[src/rtl/fancytimer_pkg.sv]
// Shared definitions for the fancy-timer command initiator: frame constants,
// FSM state encoding and default timing parameters.
package fancytimer_pkg;

    localparam logic [3:0] PREAMBLE                = 4'b1101;
    localparam int         PAYLOAD_BITS            = 4;
    localparam int         DEFAULT_CYCLES_PER_UNIT = 1000;
    localparam int         DEFAULT_TIMEOUT_SLACK   = 16;
    localparam int         DEFAULT_CNT_W           = 15;

    typedef enum logic [2:0] {
        IDLE      = 3'd0,
        PRE       = 3'd1,
        PAY       = 3'd2,
        WAIT_DONE = 3'd3,
        ACK       = 3'd4
    } state_t;

endpackage

[src/rtl/ft_watchdog.sv]
// Saturating latency counter with a limit comparison; count is 0 on the
// first enabled cycle after a clear and steps by one each enabled cycle.
module ft_watchdog
    import fancytimer_pkg::*;
#(
    parameter int CNT_W = DEFAULT_CNT_W
) (
    input  logic             clk,
    input  logic             reset,
    input  logic             clear,
    input  logic             enable,
    input  logic [CNT_W-1:0] limit,
    output logic [CNT_W-1:0] count,
    output logic             expired
);

    localparam logic [CNT_W-1:0] CNT_MAX = {CNT_W{1'b1}};

    always_ff @(posedge clk) begin
        if (reset || clear) begin
            count <= '0;
        end else if (enable && (count != CNT_MAX)) begin
            count <= count + CNT_W'(1);
        end
    end

    assign expired = (count >= limit);

endmodule

[src/rtl/fancytimer_cmd_tx.sv]
// Initiator for the fancy-timer serial protocol: sends 1101 plus a 4-bit delay,
// waits for done under a watchdog, then acknowledges with a one-cycle ack.
module fancytimer_cmd_tx
    import fancytimer_pkg::*;
#(
    parameter int CYCLES_PER_UNIT = DEFAULT_CYCLES_PER_UNIT,
    parameter int TIMEOUT_SLACK   = DEFAULT_TIMEOUT_SLACK,
    parameter int CNT_W           = DEFAULT_CNT_W
) (
    input  logic             clk,
    input  logic             reset,
    input  logic             start,
    input  logic [3:0]       delay,
    output logic             busy,
    output logic             data,
    input  logic             done,
    output logic             ack,
    output logic             complete,
    output logic             timeout,
    output logic [CNT_W-1:0] cycles
);

    state_t           state, state_d;
    logic [2:0]       idx, idx_d;
    logic [7:0]       sh, sh_d;
    logic [3:0]       delay_q, delay_d;
    logic             data_d, ack_d, complete_d, timeout_d;
    logic [CNT_W-1:0] cycles_d;

    logic [CNT_W-1:0] wd_count;
    logic [CNT_W-1:0] wd_limit;
    logic             wd_expired;

    // (delay+1)*CYCLES_PER_UNIT + TIMEOUT_SLACK, evaluated modulo 2**CNT_W.
    assign wd_limit = ({{(CNT_W-4){1'b0}}, delay_q} + CNT_W'(1)) * CNT_W'(CYCLES_PER_UNIT)
                      + CNT_W'(TIMEOUT_SLACK);

    ft_watchdog #(
        .CNT_W(CNT_W)
    ) u_watchdog (
        .clk    (clk),
        .reset  (reset),
        .clear  (state != WAIT_DONE),
        .enable (state == WAIT_DONE),
        .limit  (wd_limit),
        .count  (wd_count),
        .expired(wd_expired)
    );

    always_ff @(posedge clk) begin
        if (reset) begin
            state    <= IDLE;
            idx      <= '0;
            sh       <= '0;
            delay_q  <= '0;
            data     <= 1'b0;
            ack      <= 1'b0;
            complete <= 1'b0;
            timeout  <= 1'b0;
            cycles   <= '0;
        end else begin
            state    <= state_d;
            idx      <= idx_d;
            sh       <= sh_d;
            delay_q  <= delay_d;
            data     <= data_d;
            ack      <= ack_d;
            complete <= complete_d;
            timeout  <= timeout_d;
            cycles   <= cycles_d;
        end
    end

    always_comb begin
        state_d    = state;
        idx_d      = idx;
        sh_d       = sh;
        delay_d    = delay_q;
        data_d     = 1'b0;
        ack_d      = 1'b0;
        complete_d = 1'b0;
        timeout_d  = 1'b0;
        cycles_d   = cycles;

        case (state)
            IDLE: begin
                if (start) begin
                    delay_d = delay;
                    sh_d    = {PREAMBLE, delay};
                    data_d  = PREAMBLE[3];
                    idx_d   = '0;
                    state_d = PRE;
                end
            end

            // data already shows sh[7]; each edge presents the next bit from sh[6].
            PRE: begin
                data_d = sh[6];
                sh_d   = {sh[6:0], 1'b0};
                idx_d  = idx + 3'd1;
                if (idx == 3'(PAYLOAD_BITS - 1)) begin
                    state_d = PAY;
                end
            end

            PAY: begin
                if (idx == 3'd7) begin
                    data_d  = 1'b0;
                    idx_d   = '0;
                    state_d = WAIT_DONE;
                end else begin
                    data_d = sh[6];
                    sh_d   = {sh[6:0], 1'b0};
                    idx_d  = idx + 3'd1;
                end
            end

            // done takes priority over an expiring watchdog in the same cycle.
            WAIT_DONE: begin
                if (done) begin
                    cycles_d   = wd_count;
                    ack_d      = 1'b1;
                    complete_d = 1'b1;
                    state_d    = ACK;
                end else if (wd_expired) begin
                    timeout_d = 1'b1;
                    state_d   = IDLE;
                end
            end

            ACK: begin
                state_d = IDLE;
            end

            default: begin
                state_d = IDLE;
            end
        endcase
    end

    assign busy = (state != IDLE);

endmodule

[config.mk]
export PLATFORM = sky130hd
export DESIGN_NAME = fancytimer_cmd_tx
export DESIGN_NICKNAME = d
export VERILOG_FILES = /design/src/rtl/fancytimer_pkg.sv /design/src/rtl/ft_watchdog.sv /design/src/rtl/fancytimer_cmd_tx.sv
export SDC_FILE = /design/constraint.sdc
export NUM_CORES = 1
export LEC_CHECK = 0
export CAP_MARGIN = 20
export CORE_MARGIN = 8
export CORE_UTILIZATION = 50
export CTS_CLUSTER_DIAMETER = 120
export DETAILED_ROUTE_END_ITERATION = 6
export PLACE_DENSITY = 0.71
export SYNTH_ARGS = -nofsm -noshare
export SYNTH_HDL_FRONTEND = slang
export SYNTH_SLANG_ARGS = --single-unit
[constraint.sdc]
create_clock -name clk -period 13.3 [get_ports clk]
set_input_delay 2.66 -clock clk [delete_from_list [all_inputs] [get_ports clk]]
set_output_delay 2.66 -clock clk [all_outputs]
set_load 0.005 [all_outputs]
==> results of run 1 <==
## Yosys cell counts (2+ instances only)
cell and instances:
dfxtp_1 50, ha_1 40, nand2_1 40, a21oi_1 38, inv_1 31, nor2_1 31, xnor2_1 12, clkbuf_1 11
fa_1 10, nand3_1 10, xor2_1 10, a211oi_1 8, mux2i_1 8, o21ai_0 7, nand2b_1 6, nand3b_1 5
nand4_1 5, a21o_1 4, nor3_1 4, o21a_1 4, buf_2 3, nor2b_1 3, o211ai_1 3, or3_1 3
a21boi_0 2, a22oi_1 2, a311oi_1 2, a31oi_1 2, and2_1 2, and4_1 2, nand3_2 2, nor3b_1 2
nor4_1 2, o31ai_1 2, or2_2 2
## layout make-up
| class | count | area, sq um | area share (%) |
|---|---|---|---|
| tap | 80 | 100.1 | 2.641 |
| clock buffer | 6 | 82.58 | 2.179 |
| sequential | 50 | 1001 | 26.41 |
| timing repair buffer | 28 | 277.8 | 7.329 |
| inverter | 31 | 116.4 | 3.070 |
| clock inverter | 2 | 38.79 | 1.023 |
| multi-input combinational | 289 | 2173 | 57.35 |
## how the worst max path moves through the flow
stage,startpoint,to,slack (ns),cells past startpoint
6_report,delay_q[0],state[1],7.14,21
5_1_grt,delay_q[0],state[0],6.63,23
4_1_cts,delay_q[0],state[1],7.12,21
3_5_place_dp,delay_q[0],state[1],7.15,21
3_3_place_gp,delay_q[0],state[1],7.38,21
2_1_floorplan,delay_q[0],state[0],7.63,21
## layout by cell type, fill, tap and decap left out, types with 2 or more instances in the layout
master,Yosys,final
a21oi_1,38,38
a21boi_0,2,2
o211ai_1,3,3
clkbuf_8,0,6
or2_2,2,2
inv_1,31,31
a211oi_1,8,8
nor3_1,4,4
xnor2_1,12,12
a22oi_1,2,2
xor2_1,10,10
nand2b_1,6,6
ha_1,40,40
nand2_1,40,40
o21ai_0,7,7
nor2b_1,3,3
a21o_1,4,4
nand3_2,2,2
mux2i_1,8,8
dfxtp_1,50,50
o21a_1,4,4
and2_1,2,2
fa_1,10,10
nor3b_1,2,2
and4_1,2,2
nand4_1,5,5
nand3b_1,5,5
nor4_1,2,2
nor2_1,31,31
or3_1,3,3
a311oi_1,2,2
a31oi_1,2,2
clkdlybuf4s50_1,0,27
nand3_1,10,10
o31ai_1,2,2
## cells by family (layout without fill, tap and decap cells)
group	Yosys count	count (layout)	share of synthesized area, %
and+or+nand+nor	126	126	19.14
DFF	50	50	29.84
xor gates and xnor gates	24	24	7.124
buffers and inverters	46	67	5.371
AOI/OAI and AO/OA	81	81	15.26
adders and majority gates	50	50	20.89
muxes	8	8	2.387
## stage by stage
step	cells	util [%]	power, uW
after global routing	486	57.04	505.9
after global placement	478	55.22	353.6
final	486	57.04	472.0
after floorplan	385	-	324.0
after detailed placement	478	55.22	360.6
after CTS	486	57.04	475.9
## layer usage
| metal | routed length (microns) | vias up |
|---|---|---|
| met5 | 0 | - |
| met4 | 21 | 0 |
| met3 | 198 | 2 |
| met2 | 3274 | 26 |
| met1 | 3295 | 1251 |
| li1 | - | 1371 |
## state kept, by name (all words and copies together) (netlist names)
| signal | count |
|---|---|
| state | 3 |
| u_watchdog.count | 15 |
| data | 1 |
| cycles | 15 |
| timeout | 1 |
| idx | 3 |
| complete | 1 |
| delay_q | 4 |
| sh | 7 |
## worst max-delay path, stage by stage, from the launching register on
cell and delay, ns:
dfxtp_1 0.53, ha_1 0.28, xor2_1 0.39, inv_1 0.10, fa_1 0.49, inv_1 0.11, fa_1 0.52, inv_1 0.05
fa_1 0.49, inv_1 0.04, ha_1 0.35, and3_4 0.20, a221oi_2 0.32, a21oi_1 0.11, a221o_1 0.31, nor4_2 0.29
xnor3_1 0.25, ha_1 0.29, nor2b_1 0.15, or4_1 0.39, nor3_1 0.26, o21a_1 0.17
## report_power, final
group,internal (uW),switching (uW)
Combinational,85.6,111
Clock,61.9,52.1
Sequential,156,6.20
==> results, run 1 <==
- After layout, the minimum clock period comes to 6.161 ns.
- The worst endpoint required time is around 14 ns.
- The number of buffers inserted by post-CTS setup repair is 0.
- Global routing consumed, on the met2 layer, 25.61% of the routing resources.
- Timing would allow up to 162.3 MHz.
- The number of input and output port buffers inserted is 27.
- The first global-routing pass estimated 11830 microns of wire.
- The pre-antenna-repair detailed-routing pass consisted of 4 iterations.
- The total area inside the core boundary comes to around 6600 sq um.
- The detailed router finished its first iteration with 119 violations.
- The largest net degree at the start of global routing is 37.
- Once detail routing completed, the nets flagged for antenna violations numbered 0.
- The total non-filler cell area in the finished layout is 3790 sq um.
- The floorplan step defined a die boundary enclosing between 9000 and 10000 sq um.
- After layout, the worst setup slack is 7.139 ns.
- In this run the count of I/O pins placed on the die edge is 28.
- In this run the most critical hold path is launched from cycles[3].
- The horizontal die dimension is 97.91 microns.
- The path type of the worst setup path is flip-flop to flip-flop.
- The worst hold path cell count is 2.
- The total via count in the routed design is 2650.
- The number of unique standard cell types used by synthesis is 52.
- The routed wire length is 6790 microns.
- Using the TritonRoute via totals, the vias-per-cell ratio works out to about 5.5.
- The path class of the lowest-slack min-delay path is flip-flop to flip-flop.
- The average cell area after synthesis is between 8 and 9 sq um.
- Buffers inserted during clock tree synthesis total 5.
- The post-synth net total is roughly 440.
- Detailed placement ended at an HPWL of around 5300 microns.
- The root buffer selected by CTS is clkbuf_8.
- The total count of hold-check failures in the final report is 0.
- The clock reaches the later pin of the worst-skew pair after 0.30 ns.
- Setup repair after global routing left no endpoint under its margin.
- The total standard cell area after synthesis is between 3000 and 4000 sq um.
- The number of flops mapped to enable cells by yosys is 0.
- Of all nets on the critical path, the largest fanout is 8.
- After detailed routing, the number of remaining DRC violations is 0.
- For this run, the register share of the synthesized area comes to 29.84%.
- Dividing total power by cell area gives a power density of 124.6 nW/um^2.
- Synthesis produced 385 cells.
- The placed instances occupy a cell area of around 3700 sq um.
- The total global routing track utilization is around 14%.
- The via count of the first global-routing pass was 2678.
- After layout, the worst path uses 46.32% of the clock period.
- The die boundary height is 97.91 microns.
- The critical path endpoint category is a flip-flop.
- The worst-case IR drop observed on VDD is 54.22 uV.
- The post-synthesis register bit count is 50.
- The clock sink total is 50.
- Buffers inserted to repair hold after CTS numbered 0.
- For this configuration, the core starts out at a cell density of 50.49%.
- Yosys printed 0 warnings.
- Across the run, the number of max-cap violations was 0.
- The capturing point of the worst reg2reg path is state[1].
- Across all register-to-register paths, the minimum setup slack is 7.14 ns.
- The clock transition at the registers of the reported paths is 0.10 ns.
- The synthesis-to-layout area growth is 12.98%.
- The cell taking the most area after synthesis is dfxtp_1.
- The final-report max-slew violation count is 0.
- At the worst endpoint, the arrival time is 6.41 ns.
- The tightest hold path in the finished design has a slack of around 0.46 ns.
- The worst slew slack as a fraction of its limit is 40.36%.
- Routability-driven placement finished with a final weighted congestion of 0.8681.
- The average wire per standard cell is around 14 microns.
- The H-tree generated during clock tree synthesis spans 2 levels.
- The layer flagged by global routing as most heavily used is met2.
- At the pin with the least slew margin, the transition time is roughly 0.89 ns.
- In this run the critical register-to-register path is launched from delay_q[0].
- The logic depth of the worst register-to-register path is 21.
- The share of the synthesized area in the top cell type is a little under 30%.
- Setup violations remaining at the end of the flow were counted as 0.
- The total congestion overflow is 0.
- Adding up every negative setup slack in the final design gives 0 ns.
- The met3 global-route usage is 2.845%.
- On the final layout, the worst clock skew is 0.007265 ns.
- Of the cells placed in the final design, the portion with a size suffix greater than 1 is 5.172%.
- The flow ran to the end, and the final reports show no timing, DRC or antenna violations.
- The number of antenna diodes in the final layout is 0.
- The number of gates resized after CTS was 0.
- For this run, the leading register cell type out of synthesis is dfxtp_1.
- In the global route stage, met1 resource usage came out at between 15 and 20%.
- Counting the fill cells in the layout gives 619.
- The net count of the finished layout is 463.
- The number of standard-cell rows in the floorplan is 30.
- The type of origin of the critical path is a flip-flop.
- The number of antenna violations at the first check in global routing is 0.
- Of all flip-flops after synthesis, the portion carrying an async set or reset was 0%.
- The minimum setup slack after placement is approximately 7.1 ns.
- The worst hold path terminates at cycles[3].
- The buffer depth of the longest clock path is 2.
- Ranked by total cell area, the synthesized netlist is headed by dfxtp_1 30%, ha_1 15%, fa_1 6.0%.
- The static leakage is 0.001546 uW.
- TritonCTS built the clock tree.
(Power assumes the default switching activity.)
==> run 2, diff against run 1 <==
==> constraint.sdc (replaced) <==
create_clock -name clk -period 6.2 [get_ports clk]
set_input_delay 1.24 -clock clk [delete_from_list [all_inputs] [get_ports clk]]
set_output_delay 1.24 -clock clk [all_outputs]
set_load 0.005 [all_outputs]
==> results, run 2 (synthesized netlist as in run 1, its figures left out) <==
- The run finished with clean final reports.
- The part of the power in combinational logic came to 41.8% (+0.2 points).
- The number of antenna violations at the first check in global routing is 0 (unchanged).
- The clock share of power was 24.2% (about the same).
- The power density relative to cell area was 268.6 nW/um^2 (+120%).
- The minimum clock period after layout is 5.766 ns (-0.3949 ns).
- The die boundary height was 97.91 microns (unchanged).
- The data arrival time of the critical path is 6.02 ns (-0.39 ns).
- The static leakage is 0.001557 uW (+0.73%).
- The path type of the worst setup path is flip-flop to flip-flop.
- The first-pass GRT wire length is 11970 microns (+1.2%).
- The count of hold buffers inserted by post-cts repair is 0 (unchanged).
- The number of buffers inserted by post-CTS setup repair is 0 (unchanged).
- The floorplan core area is 6644 sq um (unchanged).
- The worst slew slack as a fraction of its limit came to 41.89% (+1.5 points).
- The logic depth of the worst register-to-register path is 20 (-4.8%).
- The critical path endpoint category is a flip-flop.
- The I/O pin total is 28 (unchanged).
- In the final layout, the registers with the most flip-flops are cycles (15), u_watchdog.count (15), sh (7).
- The via count of the first global-routing pass is 2671 (-0.26%).
- The final HPWL from detailed placement came to 5427 microns (+2.6%).
- The launching element of the worst setup path is delay_q[0].
- The post-cts resize count is 0 (unchanged).
- The internal cell power is 653.3 uW (+120%).
- The power consumption is 1023 uW (+120%).
- The final-layout setup total negative slack is 0 ns (unchanged).
- Leaving out fill and tap cells, the most frequent cells in the layout are 48 x dfxtp_1, 40 x nand2_1, 40 x ha_1.
- The share of power burned in registers is 33.9% (-0.4 points).
- The total setup violations reported at the end of the flow is 0 (unchanged).
- The final RePlAce weighted congestion is 0.8495 (-2.1%).
- The biggest fanout along the worst timing path was 8 (unchanged).
- The worst endpoint required time was 6.46 ns (-7.09 ns).
- The register-to-register setup slack is 0.43 ns (-6.71 ns).
- The worst setup skew after layout is 0.009134 ns (+0.001869 ns).
- The number of H-tree branching levels was 2 (unchanged).
- TritonCTS built the clock tree.
- The total congestion overflow is 0 (unchanged).
- The filler cell count is 607 (-1.9%).
- The final net count came to 465 (+0.43%).
- The total via count in the routed design was 2699 (+1.8%).
- The area enclosed by the die boundary is 9586 sq um (unchanged).
- The transition time at the pin with the least slew margin is 0.8716 ns (-0.02297 ns).
- The horizontal die dimension was 97.91 microns (unchanged).
- The initial cell density of the core is 50.49% (unchanged).
- The total count of hold-check failures in the final report is 0 (unchanged).
- The clock transition at the registers of the reported paths is 0.10 ns (about the same).
- The maximum ir drop on the vdd rail is 122.6 uV (+130%).
- Setup repair after global routing left no endpoint under its margin.
- The final-report max-slew violation count is 0 (unchanged).
- The largest net degree at the start of global routing is 25 (-32%).
- The number of diodes added for antenna fixing is 0 (unchanged).
- The library cell used most frequently in the layout, excluding fill and tap cells, is dfxtp_1.
- The switching power is 369.5 uW (+120%).
- The ratio of final minimum period to clock period came to 93.01% (+47 points).
- The last element of the critical path is state[0].
- The maximum clock frequency came to 173.4 MHz (+6.8%).
- The DRC violations left was 0 (unchanged).
- The number of standard-cell rows in the floorplan is 30 (unchanged).
- The TritonCTS buffer count is 5 (unchanged).
- The clock sink total is 50 (unchanged).
- The buffer depth of the longest clock path is 2 (unchanged).
- The residual antenna-violating net count after detailed routing is 0 (unchanged).
- The routed wire length is 6838 microns (+0.71%).
- The total global routing track utilization is 14.59% (+0.24 points).
- Relative to the synthesized area, the layout overhead comes to 13.50%.
- The type of origin of the critical path is a flip-flop.
- The DRC marker count from the first detailed-route iteration is 92 (-23%).
- The worst flop-to-flop path startpoint is delay_q[0].
- The source-to-sink clock delay at the later pin of the worst-skew pair is 0.31 ns (about the same).
- The capturing point of the worst reg2reg path is state[0].
- The number of input and output port buffers inserted is 27 (unchanged).
- The max-capacitance violation count is 0 (unchanged).
- The proportion of layout cells with a drive suffix above 1 is 6.127% (+0.96 points).
- The via-per-instance ratio is 5.531 (+1.4%).
- The tightest min-delay check is of the flip-flop to flip-flop type.
- The detailed-routing iteration count for the pre-antenna-repair pass is 4 (unchanged).
- The average wire per standard cell was 14.01 microns (+0.29%).
- In this run the clock root is driven by a clkbuf_8.
- The switching share of power is 36.13% (+0.34 points).
run 2: cell types whose count changed in the layout (fill, tap and decap cells not counted):
cell,previous run,this run
dfxtp_1,50,48
dfxtp_2,0,2
buf_4,1,3
o21ai_0,7,6
o21ai_1,0,1
run 2: metal layers:
| layer | routed length, microns | GRT usage [%] | up-vias |
|---|---|---|---|
| met5 | 0 | 0 | - |
| met4 | 55 | 3.357 | 0 |
| met3 | 248 | 2.987 | 6 |
| met2 | 3304 | 25.40 | 35 |
| met1 | 3230 | 17.92 | 1290 |
| li1 | - | - | 1368 |
run 2: worst min path at each step:
stage | from | endpoint | slack (ns) | depth (start not counted)
finish | cycles[0] | cycles[0] | 0.46 | 2
global route | cycles[0] | cycles[0] | 0.48 | 2
CTS | cycles[0] | cycles[0] | 0.46 | 2
detailed placement | cycles[0] | cycles[0] | 0.45 | 2
global placement | cycles[0] | cycles[0] | 0.44 | 2
floorplan | sh[3] | sh[4] | 0.44 | 2
run 2: power groups by stage:
stage | registers (uW) | logic [uW] | clock network (uW)
final | 347 | 428 | 248
after global routing | 350 | 474 | 263
after CTS | 347 | 428 | 253
after detailed placement | 355 | 422 | 0
after global placement | 354 | 407 | 0
after floorplan | 348 | 347 | 0
run 2: per-stage QoR:
stage | instance area, sq um | util [%] | hold WS [ns] | worst slack [ns] | cells
after floorplan | 3354 | - | 0.4423 | 0.5304 | 385
after global placement | 3684 | 55.44 | 0.4424 | 0.4490 | 480
after detailed placement | 3684 | 55.44 | 0.4474 | 0.2899 | 480
after CTS | 3805 | 57.27 | 0.4618 | 0.2586 | 488
after global routing | 3807 | 57.31 | 0.4797 | 0.02256 | 488
final | 3807 | 57.31 | 0.4571 | 0.4337 | 488
run 2: critical path, cell delays in order (launching register included):
cell      delay (ns)
dfxtp_2         0.43
ha_1            0.24
nand3_1         0.20
fa_1            0.57
inv_1           0.11
fa_1            0.52
inv_1           0.05
fa_1            0.50
inv_1           0.04
ha_1            0.35
and3_4          0.20
a221oi_2        0.31
a21oi_1         0.12
a221o_1         0.31
nor4_2          0.30
xnor3_1         0.26
ha_1            0.30
nor2b_1         0.15
or4_1           0.39
nor3_1          0.22
o21a_1          0.16
run 2: layout make-up:
type / count / area (sq um) / area share, %
inverters: 31 / 116.4 / 3.056
multi-input cells: 289 / 2173 / 57.08
well taps: 80 / 100.1 / 2.629
clock inverters: 2 / 38.79 / 1.019
repair buffers: 30 / 292.8 / 7.690
clock buffers: 6 / 82.58 / 2.169
flip-flops and latches: 50 / 1003 / 26.36
==> run 3, diff against run 2 <==
--- a/config.mk
+++ b/config.mk
@@ -11,6 +11,7 @@
 export CTS_CLUSTER_DIAMETER = 120
 export DETAILED_ROUTE_END_ITERATION = 6
 export PLACE_DENSITY = 0.71
+export SETUP_SLACK_MARGIN = 0.02
 export SYNTH_ARGS = -nofsm -noshare
 export SYNTH_HDL_FRONTEND = slang
 export SYNTH_SLANG_ARGS = --single-unit
==> results of run 3 <==
The final DEF is identical to that of run 2; final timing and power are the same.
